==> src/rtl/jimmy_boot_loader.sv <==
// Boot loader for the jimmy CPU: receives a framed program over valid/ready,
// writes it into the instruction memory, checks the checksum and sequences CPU reset.
module jimmy_boot_loader #(
  parameter int ADDR_W         = 8,
  parameter int DATA_W         = 8,
  parameter int TIMEOUT_CYCLES = 1024
) (
  input  logic              clk,
  input  logic              reset,
  input  logic              s_valid,
  input  logic [DATA_W-1:0] s_data,
  output logic              s_ready,
  input  logic              load_req,
  output logic              cpu_reset_n,
  input  logic [ADDR_W-1:0] cpu_inst_addr,
  output logic [DATA_W-1:0] cpu_inst_data,
  output logic              busy,
  output logic              done,
  output logic [1:0]        err_code,
  output logic [ADDR_W:0]   bytes_loaded
);

  // state       | meaning
  // ST_WAIT_LEN | waiting for the frame length byte
  // ST_LOAD     | writing payload bytes into instruction memory
  // ST_WAIT_SUM | waiting for the checksum byte
  // ST_RELEASE  | checksum good, one cycle before the CPU runs
  // ST_RUN      | CPU out of reset, fetching from memory
  // ST_ERROR    | checksum mismatch or timeout, CPU held in reset
  typedef enum logic [2:0] {
    ST_WAIT_LEN, ST_LOAD, ST_WAIT_SUM, ST_RELEASE, ST_RUN, ST_ERROR
  } state_t;

  localparam int DEPTH  = 2 ** ADDR_W;
  localparam int IDLE_W = $clog2(TIMEOUT_CYCLES + 1);
  localparam logic [IDLE_W-1:0] IDLE_RELOAD = IDLE_W'(TIMEOUT_CYCLES - 1);

  state_t            r_state;
  logic [DATA_W-1:0] r_mem [DEPTH];
  logic [ADDR_W:0]   r_len;
  logic [ADDR_W:0]   r_count;
  logic [ADDR_W-1:0] r_addr;
  logic [DATA_W-1:0] r_sum;
  logic [IDLE_W-1:0] r_idle;
  logic [1:0]        r_err;
  logic              r_done;
  logic              r_cpu_reset_n;

  logic              w_xfer;
  logic              w_mem_we;
  logic              w_last;
  logic              w_timeout;
  logic [DATA_W-1:0] w_sum_next;
  logic [ADDR_W:0]   w_count_next;
  logic [ADDR_W:0]   w_len;

  assign s_ready      = (r_state == ST_WAIT_LEN) || (r_state == ST_LOAD) ||
                        (r_state == ST_WAIT_SUM);
  assign busy         = s_ready || (r_state == ST_RELEASE);
  assign done         = r_done;
  assign cpu_reset_n  = r_cpu_reset_n;
  assign err_code     = r_err;
  assign bytes_loaded = r_count;

  assign w_xfer       = s_valid && s_ready;
  assign w_sum_next   = r_sum + s_data;
  assign w_count_next = r_count + (ADDR_W + 1)'(1);
  assign w_last       = (w_count_next == r_len);
  assign w_timeout    = (r_idle == '0);
  // A length byte of zero stands for a full memory image.
  assign w_len        = (s_data[ADDR_W-1:0] == '0) ? (ADDR_W + 1)'(DEPTH)
                                                   : {1'b0, s_data[ADDR_W-1:0]};
  assign w_mem_we     = reset && !load_req && w_xfer && (r_state == ST_LOAD);

  // Memory has no reset so a re-load only overwrites the bytes it carries.
  always_ff @(posedge clk) begin
    if (w_mem_we) r_mem[r_addr] <= s_data;
  end

  assign cpu_inst_data = r_mem[cpu_inst_addr];

  always_ff @(posedge clk) begin
    if (!reset || load_req) begin
      r_state       <= ST_WAIT_LEN;
      r_len         <= '0;
      r_count       <= '0;
      r_addr        <= '0;
      r_sum         <= '0;
      r_idle        <= '0;
      r_err         <= 2'b00;
      r_done        <= 1'b0;
      r_cpu_reset_n <= 1'b0;
    end else begin
      case (r_state)
        ST_WAIT_LEN: begin
          if (w_xfer) begin
            r_len   <= w_len;
            r_sum   <= s_data;
            r_addr  <= '0;
            r_count <= '0;
            r_idle  <= IDLE_RELOAD;
            r_state <= ST_LOAD;
          end
        end
        ST_LOAD: begin
          if (w_xfer) begin
            r_addr  <= r_addr + ADDR_W'(1);
            r_count <= w_count_next;
            r_sum   <= w_sum_next;
            r_idle  <= IDLE_RELOAD;
            if (w_last) r_state <= ST_WAIT_SUM;
          end else if (w_timeout) begin
            r_err   <= 2'b10;
            r_state <= ST_ERROR;
          end else begin
            r_idle <= r_idle - IDLE_W'(1);
          end
        end
        ST_WAIT_SUM: begin
          if (w_xfer) begin
            if (w_sum_next == '0) begin
              r_state <= ST_RELEASE;
            end else begin
              r_err   <= 2'b01;
              r_state <= ST_ERROR;
            end
          end else if (w_timeout) begin
            r_err   <= 2'b10;
            r_state <= ST_ERROR;
          end else begin
            r_idle <= r_idle - IDLE_W'(1);
          end
        end
        ST_RELEASE: begin
          r_cpu_reset_n <= 1'b1;
          r_done        <= 1'b1;
          r_state       <= ST_RUN;
        end
        default: ;
      endcase
    end
  end

endmodule

==> config.mk <==
export PLATFORM = sky130hd
export DESIGN_NAME = jimmy_boot_loader
export DESIGN_NICKNAME = d
export VERILOG_FILES = /design/src/rtl/jimmy_boot_loader.sv
export SDC_FILE = /design/constraint.sdc
export NUM_CORES = 2
export LEC_CHECK = 0
export ABC_AREA = 1
export BUFFER_PORTS_ARGS = -buffer_cell sky130_fd_sc_hd__clkbuf_2
export CORE_MARGIN = 1.5
export CORE_UTILIZATION = 40
export CTS_BUF_LIST = sky130_fd_sc_hd__clkbuf_4 sky130_fd_sc_hd__clkbuf_8 sky130_fd_sc_hd__clkbuf_16
export DETAILED_ROUTE_END_ITERATION = 8
export GPL_TIMING_DRIVEN = 1
export PLACE_DENSITY = 0.54
export REMOVE_ABC_BUFFERS = 1
export SLEW_MARGIN = 20
export SYNTH_ARGS = -nofsm -noshare
export SYNTH_HDL_FRONTEND = slang
export SYNTH_SLANG_ARGS = --single-unit
==> constraint.sdc <==
create_clock -name clk -period 2.5 [get_ports clk]
set_clock_uncertainty 0.2 [all_clocks]
set_input_delay 0.25 -clock clk [delete_from_list [all_inputs] [get_ports clk]]
set_output_delay 0.25 -clock clk [all_outputs]
set_load 0.05 [all_outputs]
# --- Word-level counts from Yosys, hierarchy flattened ---
# Memory sizes are Yosys's and may differ from the RTL's.
# Cells that the tools add are included.
op_classes:
  n_addsub: 4
  reduce_logical: 23
  n_eq_ne: 10
  mux: 29
ops:
  columns: ["op", "count"]
  rows:
  - ["$mux 11", 4]
  - ["$pmux 11 s3", 1]
  - ["$mux 8", 4]
  - ["$pmux 8 s2", 2]
  - ["$mux 9", 3]
  - ["$mux 3", 6]
  - ["$pmux 9 s2", 1]
  - ["$logic_not 8->1", 2]
  - ["$pmux 3 s4", 1]
  - ["$reduce_and 3->1", 4]
  - ["$logic_not 11->1", 1]
  - ["$sub 11x1->11 const B", 1]
  - ["$add 9x1->9 const B", 1]
  - ["$eq 9x9->1", 1]
  - ["$add 8x1->8 const B", 1]
  - ["$add 8x8->8", 1]
  - ["$mux 2", 4]
  - ["$ne 2x2->1 const B", 4]
  - ["$eq 3x2->1 const B", 2]
  - ["$ne 3x3->1 const B", 2]
  - ["$logic_and 1x1->1", 4]
  - ["$logic_or 1x1->1", 4]
  - ["$pmux 2 s2", 1]
  - ["$reduce_bool 2->1", 2]
  - ["other kinds (7)", 9]
totals:
  mem_count: 1
  ram_bits: 2048
  ff_bits: 51
  in_bits: 20
mem_list:
  columns: ["name", "words", "width", "read_ports", "rd_ports_with_merged_regs", "write_ports", "line", "rtl"]
  rows:
  - ["r_mem", 256, 8, 1, 0, 1, "39", "logic [DATA_W-1:0] r_mem [DEPTH];"]

# --- Longest topological paths before layout ---
logic_depth:
  ltp_word: 8
  ltp_mapped: 16

# --- Least setup slack after synthesis ---
# No wires, ideal clock.
synth_timing:
  path_type: "reg2reg"
  startpoint: "register r_state[1]"
  endpoint: "memory r_mem[24][0], enable pin"
  synth_period_minus_slack_ns: 2.587
  required_ns: 1.930
  path_stages_with_launch: 10
  path_buffers: 2
  arrival_time_ns: 2.017
  setup_slack_ns: -0.087
  cell_sequence: "dfxtp_1 buf_2 nor3_4 nand2_4 nor2_4 inv_2 nor3_4 nand2_2 buf_2 nor2_1"
synth_via:
  elab_chain_len: 8
  elab_cells_between_ends: 10
  cone_classes: "2 x eq/ne; 2 x mux; 6 x reduce/logical"
synth_lines:
  columns: ["element", "line", "rtl"]
  rows:
  - ["start: declaration", "38", "state_t r_state;"]
  - ["start signal: assignment", "84", "r_state <= ST_WAIT_LEN;"]
  - ["start signal: assignment", "102", "r_state <= ST_LOAD;"]
  - ["start signal: assignment", "111", "if (w_last) r_state <= ST_WAIT_SUM;"]
  - ["$eq 3x1->1 / $logic_not 3->1 (equally long branches)", "57, 73", null]
  - ["$logic_or 1x1->1 (2 in series)", "57", "assign s_ready = (r_state == ST_WAIT_LEN) || (r_state == ST_LOAD) ||"]
  - ["$logic_and 1x1->1", "65", "assign w_xfer = s_valid && s_ready;"]
  - ["$logic_and 1x1->1", "73", "assign w_mem_we = reset && !load_req && w_xfer && (r_state == ST_LOAD);"]
  - ["$logic_and 1x1->1 *", "73", null]
  - ["$mux 1 *", "77", "if (w_mem_we) r_mem[r_addr] <= s_data;"]
  - ["$mux 1 (not written as such) *", "77", null]
  - ["end: declaration", "39", null]
# Every way passes the cells marked *; elsewhere a longest branch is shown, timed or not.

# --- Final worst setup path ---
layout_timing:
  startpoint: "memory r_mem[165][3]"
  endpoint: "output port cpu_inst_data[3]"
layout_via:
  elab_chain_len: 1
layout_lines:
  columns: ["element", "line", "rtl"]
  rows:
  - ["$mem_v2 256x8", null, null]
  - ["end: declaration", "16", "output logic [DATA_W-1:0] cpu_inst_data,"]
# No other way between the ends.

==> impl_metrics.py <==
metrics = {
    "cells_and_area": {
        "syn_to_final_growth_pct": 25.0,
        "layout.area.seq_um2": 62500,
        "fin_util_pct": 50.4,
        "nets": 7855,
        "num-fill-cells": 18500,
        "final_cells": 10800,
        "multi_input_area_um2": 23300,
        "drive_gt1_share_pct": 21.0,
    },
    "synth": {
        "yosysTopAreaCell": "edfxtp_1",
        "synth_top_area_share_pct": 71.9,
        "ys_ff_latch": 2099,
        "netlist_area_um2": 85600,
        "ys_types": 42,
        "synth-main-ff-cell": "edfxtp_1",
        "ys_warn_count": 0,
        "avgSynthCellArea_um2": 11.8,
        "synth_seq_area_share_pct": 73.1,
        "synth_area_leaders": "edfxtp_1 72%, nand3_1 8.4%, nand2_1 6.3%",
        "syn_inst": 7254,
        "synthArstFlopShare_pct": 0,
        "synthTopCellsByCount": "2048 x edfxtp_1, 1442 x nand2_1, 1441 x nand3_1",
        "synth_most_common_cell": "edfxtp_1",
        "synth_edf_count": 2048,
    },
    "die": {
        "die-area_um2": 217000,
        "die_h_um": 465,
        "io_pins": 43,
        "placementRows": 169,
        "initial_core_util_pct": 40.3,
        "die_width_um": 465,
        "core_um2": 212000,
    },
    "timing": {
        "setup_viol": 1431,
        "fin_crit_ps": 3060,
        "max_freq_mhz": 326,
        "slew_headroom_pct": 34.6,
        "setup_slack_ps": -564,
        "setup_tns_ps": -119070,
        "post-route-period-util_pct": 123,
        "slew_viol_final": 0,
        "tightest_slew_ps": 981,
        "rsz0062_at_grt": "true",
        "hold_viol_final": 0,
    },
    "critical_path": {
        "r2r_end": "r_mem[232][6]$_DFFE_PP_",
        "worst-path-buf-inv": 2,
        "cp-startpoint": "r_mem[165][3]$_DFFE_PP_",
        "setup.worst_path.class": "register to primary output",
        "cp_max_fo": 1,
        "crit_required_ps": 2050,
        "slowest_stage": "edfxtp_1",
        "worstPathCellList": "o21ai_0 -> o22ai_1 -> nand2_1 -> nand3_1 -> nand3_1 -> buf_6 -> nand3_1 -> nand3_2 -> nand2_1 -> nand2_1 -> nand2_2 -> buf_12",
        "crit_end": "cpu_inst_data[3]",
        "cp.depth": 12,
        "r2r_start": "r_state[0]$_SDFFE_PP0P_",
        "cp.arrival_ps": 2610,
        "crit_family": "simple AND/OR/NAND/NOR gates",
        "start_kind": "register",
        "reg2reg_depth": 12,
        "rrSetupSlack_ps": -180,
        "cpPeakStageDelay_ps": 390,
        "cp-end-kind": "primary output",
    },
    "clock_network": {
        "cts.clk_slew.worst_paths_ps": 60,
        "cts_buffers": 217,
        "cts_root_buffer": "clkbuf_16",
        "cts_max_level": 4,
        "cts_buffer_depth": 3,
        "tritoncts": "yes",
        "cts_sinks": 2099,
        "clk-insertion-delay-late_ps": 880,
    },
    "detailed_routing": {
        "wirelength_um": 266000,
        "vias_per_cell": 5.49,
        "wl_per_cell_um": 24.6,
        "drtPass1Iterations": 7,
        "ant_nets": 0,
        "num_vias": 59500,
        "drt-initial-drc-count": 6608,
        "drt_drc_violations_left": 0,
    },
    "placement": {
        "dp.cells": 10400,
        "place_ws_ps": -693,
        "place.gp.congestion": 0.880,
        "io_buffers": 42,
        "hpwl_um": 164000,
    },
    "status": {
        "status": "complete, but fails checks",
        "violations": "negative setup slack",
    },
    "power_and_ir_drop": {
        "ir_worst_vdd_mv": 0.755,
        "powerDensity_nw_per_um2": 718,
        "power.leakage_nw": 37.4,
    },
    "global_route": {
        "overflow": 0,
        "grt_max_degree": 148,
        "track_usage_pct": 23.8,
        "grt_pass1_wl_um": 383000,
        "grt_pass1_vias": 57200,
        "antenna_found_initial": 5,
    },
    "flow_run": {
        "maxCapViolations": 0,
    },
    "worst_hold_path": {
        "min_path_type": "input port to register",
    },
}
==> worst register-to-register path, stage by stage (launching register included) <==
cell and delay [ps]:
dfxtp_2 330, inv_2 50, nor3_4 240, nand2_4 80, nor2_4 220, clkinv_4 130
nor3_4 260, buf_12 150, buf_12 130, nand2_8 80, clkbuf_16 210, nor2_4 120
buf_8 150
==> cell usage in the layout (no fill, tap or decap), types with 7 or more instances in the layout <==
| cell type | synthesis | layout |
|---|---|---|
| a21oi_1 | 172 | 164 |
| a21oi_2 | 0 | 8 |
| buf_12 | 0 | 163 |
| buf_4 | 7 | 397 |
| buf_6 | 0 | 193 |
| buf_8 | 0 | 44 |
| bufinv_16 | 0 | 17 |
| clkbuf_16 | 0 | 228 |
| clkbuf_2 | 0 | 20 |
| clkbuf_4 | 0 | 50 |
| clkinv_1 | 3 | 54 |
| clkinv_2 | 0 | 33 |
| clkinvlp_4 | 0 | 12 |
| dfxtp_1 | 51 | 49 |
| dlygate4sd3_1 | 0 | 11 |
| edfxtp_1 | 2048 | 2048 |
| ha_1 | 13 | 11 |
| inv_1 | 226 | 224 |
| inv_16 | 0 | 7 |
| nand2_1 | 1442 | 1408 |
| nand2_2 | 8 | 25 |
| nand2_4 | 1 | 7 |
| nand2_8 | 0 | 13 |
| nand3_1 | 1441 | 1244 |
| nand3_2 | 0 | 155 |
| nand3_4 | 0 | 42 |
| nor2_1 | 626 | 420 |
| nor2_2 | 4 | 27 |
| nor2_4 | 1 | 184 |
| o21ai_0 | 500 | 401 |
| o21ai_1 | 2 | 87 |
| o21ai_2 | 0 | 14 |
| o22ai_1 | 160 | 149 |
| o22ai_2 | 0 | 11 |
==> final cells by class <==
class | instances | area share [%]
Sequential cell | 2099 | 58.5
Multi-Input combinational cell | 4429 | 21.8
Timing Repair Buffer | 840 | 8.95
Clock buffer | 271 | 5.49
Tap cell | 2821 | 3.30
Clock inverter | 129 | 1.17
Inverter | 234 | 0.857
Antenna cell | 6 | 0.0140
==> registers in the layout (all words and copies together), names as in the netlist <==
name	count
r_state	3
err_code	2
bytes_loaded	9
r_idle	11
cpu_reset_n	1
r_len	9
r_addr	8
r_sum	8
r_mem	2048
==> metal layers <==
metal	routed length (µm)	vias to the layer above	global-route usage, %	share of wire, %
li1	-	27200	-	-
met1	113000	29600	33.2	43
met2	126000	2308	38.3	48
met3	18900	370	3.79	7.1
met4	7330	2	7.41	2.8
met5	186	-	0	0.070
==> timing repair <==
action / CTS / global route
hold buffers: 11 / 1
cloned: 0 / 12
endpoints found under the hold margin: 855 / 45
endpoints found under the setup margin: 416 / 1685
setup buffers: 0 / 31
gates resized for setup: 266 / 849
pin swaps: 59 / 118
==> power breakdown <==
group	total [mW]	leakage [nW]	switching, mW	internal (mW)
clock	32.5	3.52	14.0	18.5
combinational	5.69	15.1	3.88	1.81
sequential	38.6	18.8	0.0195	38.6
total	76.8	37.4	17.9	58.9
==> per-stage QoR <==
step	instance area, µm²	hold WS, ps	total power, mW
2_1_floorplan	83500	149	41.5
3_3_place_gp	95000	252	44.7
3_5_place_dp	95000	261	44.7
4_1_cts	103000	102	77.1
5_1_grt	107000	121	78.9
6_report	107000	139	76.8
==> kinds of logic (layout without fill, tap and decap cells) <==
group / after synthesis / count (layout) / synth area share [%]
simple gates: 3549 / 3551 / 17.8
flops: 2099 / 2099 / 73.1
fa+ha+maj: 14 / 14 / 0.214
xor+xnor: 9 / 9 / 0.0921
buf+inv: 728 / 1474 / 3.47
compound gates: 855 / 855 / 5.30
other cells: 0 / 6 / 0
==> worst min-delay path by stage <==
stage                                           to  cells past startpoint  slack [ps]                startpoint
after detailed placement    r_idle[8]$_SDFFE_PP0P_                      2         260    r_idle[8]$_SDFFE_PP0P_
after floorplan              r_mem[0][0]$_DFFE_PP_                      0         150                 s_data[0]
final                      r_mem[118][7]$_DFFE_PP_                      2         140                 s_data[7]
after global routing       r_mem[118][7]$_DFFE_PP_                      2         120                 s_data[7]
after global placement    cpu_reset_n$_SDFFE_PP0P_                      2         250  cpu_reset_n$_SDFFE_PP0P_
after CTS                  r_mem[118][7]$_DFFE_PP_                      2         100                 s_data[7]
Note: power is estimated with default switching activity, not from simulation.
